==> config.mk <==
export PLATFORM = sky130hd
export DESIGN_NAME = serial_adder
export DESIGN_NICKNAME = d
export VERILOG_FILES = /design/src/rtl/serial_adder_pkg.sv /design/src/rtl/serial_adder_full_adder.sv /design/src/rtl/serial_adder.sv
export SDC_FILE = /design/constraint.sdc
export NUM_CORES = 1
export LEC_CHECK = 0
export ABC_AREA = 1
export CORE_UTILIZATION = 25
export CTS_CLUSTER_SIZE = 24
export DETAILED_ROUTE_END_ITERATION = 7
export MAX_ROUTING_LAYER = met4
export SLEW_MARGIN = 20
export SYNTH_ARGS = -nofsm -noshare
export SYNTH_HDL_FRONTEND = slang
export SYNTH_SLANG_ARGS = --single-unit
==> constraint.sdc <==
create_clock -name clk -period 2.9 [get_ports clk]
set_clock_uncertainty 0.05 [all_clocks]
set_input_delay 0.58 -clock clk [delete_from_list [all_inputs] [get_ports clk]]
set_output_delay 0.58 -clock clk [all_outputs]
set_load 0.1 [all_outputs]
==> src/rtl/serial_adder_pkg.sv <==
// Shared definitions for the bit-serial adder/subtractor: FSM state encoding
// and the legal operand width range.
package serial_adder_pkg;

    typedef enum logic [1:0] {
        ST_IDLE = 2'b00,
        ST_RUN  = 2'b01,
        ST_DONE = 2'b10
    } state_e;

    localparam int unsigned MIN_WIDTH = 2;
    localparam int unsigned MAX_WIDTH = 32;

    function automatic bit width_ok(input int unsigned w);
        return (w >= MIN_WIDTH) && (w <= MAX_WIDTH);
    endfunction

endpackage

==> src/rtl/serial_adder_full_adder.sv <==
// Single-bit full adder: two half-adder stages whose carries are ORed.
module full_adder (
    input  logic a,
    input  logic b,
    input  logic cin,
    output logic s,
    output logic co
);

    logic ha0_s;
    logic ha0_c;
    logic ha1_c;

    always_comb begin
        ha0_s = a ^ b;
        ha0_c = a & b;
        s     = ha0_s ^ cin;
        ha1_c = ha0_s & cin;
        co    = ha0_c | ha1_c;
    end

endmodule

==> src/rtl/serial_adder.sv <==
// Bit-serial adder/subtractor: latches operands on start, resolves one bit
// per clock LSB-first through a single full adder, then pulses done.
module serial_adder
    import serial_adder_pkg::*;
#(
    parameter int unsigned WIDTH = 8
) (
    input  logic             clk,
    input  logic             rst_n,
    input  logic             start,
    input  logic             sub,
    input  logic             cin,
    input  logic [WIDTH-1:0] a,
    input  logic [WIDTH-1:0] b,
    output logic             busy,
    output logic             done,
    output logic [WIDTH-1:0] sum,
    output logic             cout,
    output logic             ovf
);

    localparam int unsigned CW = $clog2(WIDTH);

    if (!width_ok(WIDTH)) begin : g_width_check
        $error("serial_adder: WIDTH must be within 2..32");
    end

    state_e           state_q, state_d;
    logic [WIDTH-1:0] a_q, a_d;
    logic [WIDTH-1:0] b_q, b_d;
    logic [WIDTH-1:0] sum_q, sum_d;
    logic [CW-1:0]    cnt_q, cnt_d;
    logic             carry_q, carry_d;
    logic             cmsb_q, cmsb_d;
    logic             sub_q, sub_d;
    logic             cout_q, cout_d;
    logic             ovf_q, ovf_d;
    logic             fa_s;
    logic             fa_co;

    full_adder u_fa (
        .a   (a_q[0]),
        .b   (b_q[0]),
        .cin (carry_q),
        .s   (fa_s),
        .co  (fa_co)
    );

    always_comb begin
        state_d = state_q;
        a_d     = a_q;
        b_d     = b_q;
        sum_d   = sum_q;
        cnt_d   = cnt_q;
        carry_d = carry_q;
        cmsb_d  = cmsb_q;
        sub_d   = sub_q;
        cout_d  = cout_q;
        ovf_d   = ovf_q;

        case (state_q)
            ST_IDLE: begin
                if (start) begin
                    state_d = ST_RUN;
                    a_d     = a;
                    // Subtraction is a + ~b + ~cin, so borrow-in inverts into the carry.
                    b_d     = sub ? ~b : b;
                    carry_d = sub ^ cin;
                    sub_d   = sub;
                    cnt_d   = '0;
                end
            end
            ST_RUN: begin
                sum_d   = {fa_s, sum_q[WIDTH-1:1]};
                a_d     = a_q >> 1;
                b_d     = b_q >> 1;
                carry_d = fa_co;
                cnt_d   = cnt_q + CW'(1);
                if (cnt_q == CW'(WIDTH - 2)) begin
                    cmsb_d = fa_co;
                end
                if (cnt_q == CW'(WIDTH - 1)) begin
                    cout_d  = sub_q ^ fa_co;
                    ovf_d   = cmsb_q ^ fa_co;
                    state_d = ST_DONE;
                end
            end
            ST_DONE: state_d = ST_IDLE;
            default: state_d = ST_IDLE;
        endcase
    end

    always_ff @(posedge clk or negedge rst_n) begin
        if (!rst_n) begin
            state_q <= ST_IDLE;
            a_q     <= '0;
            b_q     <= '0;
            sum_q   <= '0;
            cnt_q   <= '0;
            carry_q <= 1'b0;
            cmsb_q  <= 1'b0;
            sub_q   <= 1'b0;
            cout_q  <= 1'b0;
            ovf_q   <= 1'b0;
        end else begin
            state_q <= state_d;
            a_q     <= a_d;
            b_q     <= b_d;
            sum_q   <= sum_d;
            cnt_q   <= cnt_d;
            carry_q <= carry_d;
            cmsb_q  <= cmsb_d;
            sub_q   <= sub_d;
            cout_q  <= cout_d;
            ovf_q   <= ovf_d;
        end
    end

    assign busy = (state_q == ST_RUN);
    assign done = (state_q == ST_DONE);
    assign sum  = sum_q;
    assign cout = cout_q;
    assign ovf  = ovf_q;

endmodule

# After elaboration in Yosys (flattened, before gate mapping)
# Index checks and enable logic that the tools add are counted.
[totals] reg_bits=34 in_bits=21
[classes] n_addsub=1 n_bitwise=9 eq_ne=6 muxes=12 n_reduce_logical=7
[op_table] cell="$pmux 8 s2" count=2
[op_table] cell="$mux 8" count=3
[op_table] cell="$reduce_and 2->1" count=5
[op_table] cell="$not 8->8" count=1
[op_table] cell="$eq 3x3->1 const B" count=2
[op_table] cell="$pmux 3 s2" count=1
[op_table] cell="$xor 1x1->1" count=5
[op_table] cell="$mux 2" count=2
[op_table] cell="$pmux 2 s2" count=1
[op_table] cell="$add 3x1->3 const B" count=1
[op_table] cell="$mux 3" count=1
[op_table] cell="$and 1x1->1" count=2
[op_table] cell="$eq 2x1->1 const B" count=1
[op_table] cell="$eq 2x2->1 const B" count=1
[op_table] cell="$logic_not 2->1" count=1
[op_table] cell="$ne 2x1->1 const B" count=1
[op_table] cell="$ne 2x2->1 const B" count=1
[op_table] cell="$pmux 1 s2" count=1
[op_table] cell="$reduce_bool 2->1" count=1
[op_table] cell="$mux 1" count=1
[op_table] cell="$or 1x1->1" count=1

# Logic depth before layout (Yosys ltp)
[depth] word_depth=4 depth_mapped=7 ltp_nobuf=6

# Cells and area by module
# A second synthesis with hierarchy kept.
[hier_totals] hier_cells=217 hier_area_um2=1684.1
[modules_own_cells] mod="serial_adder" area_each_um2=1664.1 n_inst=1 seq_area_each_um2=850.8 cells_each=216
[modules_own_cells] mod="full_adder" area_each_um2=20.0 n_inst=1 seq_area_each_um2=0.0 cells_each=1

# Worst setup path after synthesis
# No wires, ideal clock.
[synth_path] path_type="register to output" start="register state_q[0]" end="output port done" required_time_ns=2.270 slack_ns=0.445 t_arrival_ns=1.825 stages_incl_launch_ff=3 cell_sequence="dfrtp_1 buf_4 nor2_1"
[synth_via] elab_chain_cells=1
[synth_lines] item="from (decl)" line_no="serial_adder.sv:28" rtl="state_e state_q, state_d;"
[synth_lines] item="from (signal assigned)" line_no="serial_adder.sv:106" rtl="state_q <= state_d;"
[synth_lines] item="$eq 2x2->1" line_no="serial_adder.sv:120" rtl="assign done = (state_q == ST_DONE);"
[synth_lines] item="to (decl)" line_no="serial_adder.sv:16" rtl="output logic done,"
# No other way between the ends.

# Worst setup path in the final report
[layout_path] start="register state_q[0]" end="output port busy"
[layout_via] elab_chain_cells=1
[layout_lines] item="$eq 2x1->1" line_no="serial_adder.sv:119" rtl="assign busy = (state_q == ST_RUN);"
[layout_lines] item="to (decl)" line_no="serial_adder.sv:15" rtl="output logic busy,"
# No other way between the ends.

==> results list <==
* Number of pins exceeding their max-slew limit in the final report: 0
- Power per cell area: about 1100 nW/um^2
- Buf/Inv on CP: 3
* Clock transition at the register clock pins on the worst setup and hold paths after CTS: 0.06 ns
- Number of maximum-capacitance violations: 0
- The floorplan step set the die height to between 80 and 90 um.
- Cell count after synthesis: 215
- Nets@finish: ~280
* CORE AREA: approximately 6400 um^2
- TritonCTS built the clock tree.
- Count of antenna-violating nets left after detailed routing: 0
* Number of flip-flops and latches in the synthesized netlist: 34
* R2r startpoint: state_q[0]
* Worst stage delay on the critical path: roughly 0.62 ns
- Ports placed on the boundary: 33
- In this run the critical register-to-register path is captured at cout.
- Path category of the worst min-delay check: reg2reg
* Final RePlAce weighted congestion: ~0.74
- Sequential elements use roughly half of the synthesized area.
- After global routing the overflow that remains totals 0.
* Half-perimeter wire length of the detailed placement result: 2.42 mm
* Remaining max-slew budget at the tightest pin: a little over two thirds
* Resized cells post-CTS: 0
- For this block, the via count after detailed routing is 1366.
- Fill cells in the final layout number approximately 700.
- Number of warning messages in the yosys log: 0
- The most critical setup path has its startpoint at state_q[0].
- Setup violations remaining at the end of the flow were counted as 0.
- From left edge to right edge, the die measures 83.7 um.
- Most frequent cells in the layout: 113 x sky130_fd_sc_hd__nand2_1, 34 x sky130_fd_sc_hd__dfrtp_1, 20 x sky130_fd_sc_hd__clkdlybuf4s50_1
- After clock tree synthesis, the setup repair step added 0 buffers.
* Maximum number of pins on one net before global-route repair: 35
* Number of buffers on the longest clock path: 2
- For the finished layout, the period the worst path requires is 2.17 ns.
* Worst Hold Path EP: a_q[1]
- Routed vias/inst: 4.18
- Area of the mapped netlist: 1670 um^2
- Most common library cell in the layout ignoring fill and taps: sky130_fd_sc_hd__nand2_1
* First-pass iteration count of the detailed router: 4
- The count of buffers added on input and output ports is 32.
* Cell family with the largest share of critical-path delay: flip-flops
- Total nets after synthesis: 240
- Once the floorplan was initialized, standard cells occupied 26.2% of the core.
- The critical path goes through inv_1, nor2_1, buf_4, buf_12.
- Detailed Route Iter0 Violations: 78
- Hold slack final: 0.433 ns
* Cell variety after synth: 20
- At the pin with the least slew margin, the transition time is 0.447 ns.
- Proportion of register bits with asynchronous set or reset after synthesis: 100%
- Counting cells, the worst reg-to-reg path comes to 7.
* Highest ir drop seen on vdd: 0.692 mV
* Clk sink count: 34
* Critical Path AT: 1.54 ns
* Clock Root Buffer: sky130_fd_sc_hd__clkbuf_8
* Post-synth EDFFs: 0
- STA puts the critical path data required time at 2.27 ns.
* Drt total wl: 3.42 mm
- Of the available clock period, the critical path in the final layout requires 74.9%.
- In this run, post-CTS hold repair placed 0 buffers.
- Compared with the post-synthesis result, the final layout area differs by 27.4%.
* Critical Path Fanout Max: 12
* Cell depth of the worst hold path: 2
- Critical Setup Path Class: reg2out
- Dominant synthesized flop cell: sky130_fd_sc_hd__dfrtp_1
- The die covers 7010 um^2.
- Initial antenna violation count: 0
* Detailed-route DRC error count: 0
* Final Instance Count excl. Fillers: 327
- Overall power after layout: 0.00242 W
- The worst setup path is launched from a flip-flop.
- The number of placed instances, taps included, is 321.
* RSZ-0062 raised after global routing: false
- Sum of negative setup slack: 0 ns
- Share of final-layout standard cells stronger than drive strength 1: roughly 11%
* Worst-path cell with the longest stage delay: sky130_fd_sc_hd__dfrtp_1
* Outcome: finished clean
- The number of antenna diodes in the final layout is 0.
* Post-Synthesis Mean Instance Area: 7.77 um^2
- Global-route total usage across every layer: 11.0%
- For this design the static power due to leakage is 1.13 nW.
- Fin. Hold Viols: 0
* Setup slack on the worst flop-to-flop path: between 1 and 1.5 ns
- Total number of placement rows: 29
- The H-tree generated during clock tree synthesis spans 2 levels.
- TritonCTS created 5 clock buffers.
- The critical path crosses 4 cells after its start point.
- DR WL/cell: 10.5 um
- Via count of the first global-routing pass: 1310
- The startpoint identified for the worst hold timing path is a_q[1].
* Wire length of the first global-routing pass: ~6 mm
- The worst setup path is captured at an output port.
* Maximum clock rate: 0.461 GHz
* Worst skew pair latency: 0.28 ns
## where the power goes
group	leakage, nW	switching, W	total, W	internal, W
clock network	0.0431	0.000154	0.000336	0.000183
registers	0.434	0.000141	0.000812	0.000672
logic	0.655	0.000914	0.00127	0.000354
total	1.13	0.00121	0.00242	0.00121
## metal layers
metal | up-vias | share of wire [%] | routed length [um] | global-route usage [%]
met2 | 29 | 45 | 1550 | 17.5
met4 | 0 | 1.5 | 51 | 5.08
met3 | 4 | 4.2 | 145 | 2.18
met5 | - | 0 | 0 | -
li1 | 730 | - | - | -
met1 | 603 | 49 | 1670 | 13.4
## worst max path at each step
stage | end | slack [ns]
6_report | busy | 0.73
5_1_grt | busy | 0.64
4_1_cts | busy | 0.71
3_5_place_dp | b_q[3] | 0.82
3_3_place_gp | b_q[3] | 0.91
2_1_floorplan | done | 0.45
## cell families after synthesis
group           Yosys count  synth area share (%)
xor+xnor                  3                  1.57
compound gates           14                  4.42
fa+ha+maj                 4                  3.45
buf+inv                  25                  7.27
simple gates            135                  32.4
flops                    34                  50.9
## area by class of cell
type | instances | area, um^2 | share of cell area (%)
sequential | 34 | 851 | 40.0
multi-input combinational | 156 | 698 | 32.8
timing repair buffer | 36 | 333 | 15.6
tap | 77 | 96.3 | 4.53
clock buffer | 6 | 82.6 | 3.88
inverter | 18 | 67.6 | 3.17
## per-stage QoR
stage | util [%] | setup slack, ns | instance area, um^2
detailed placement | 32.0 | 0.820 | 2050
floorplan | - | 0.445 | 1670
global placement | 32.0 | 0.906 | 2050
CTS | 33.3 | 0.710 | 2130
finish | 33.3 | 0.729 | 2130
global route | 33.3 | 0.639 | 2130
## worst min-delay path, stage by stage (launching register included)
cell and delay, ns:
sky130_fd_sc_hd__dfrtp_1 0.35, sky130_fd_sc_hd__nand2_1 0.05, sky130_fd_sc_hd__nand2_1 0.05
## cell usage after synthesis (2+ instances only)
cell type	number	area, um^2
sky130_fd_sc_hd__buf_4	5	37.5
sky130_fd_sc_hd__dfrtp_1	34	851
sky130_fd_sc_hd__ha_1	3	37.5
sky130_fd_sc_hd__inv_1	15	56.3
sky130_fd_sc_hd__inv_2	2	7.51
sky130_fd_sc_hd__nand2_1	113	424
sky130_fd_sc_hd__nand3_1	15	75.1
sky130_fd_sc_hd__nor2_1	3	11.3
sky130_fd_sc_hd__o21ai_0	6	30.0
sky130_fd_sc_hd__o21ai_1	7	35.0
sky130_fd_sc_hd__xor2_1	3	26.3
## state kept, by name (all words and copies together) (netlist names)
| register | cells |
|---|---|
| a_q | 8 |
| ovf | 1 |
| sum | 8 |
| sub_q | 1 |
| b_q | 8 |
| carry_q | 1 |
| cout | 1 |
| state_q | 2 |
| cmsb_q | 1 |
| cnt_q | 3 |
Power figures use the tool's default switching activity.
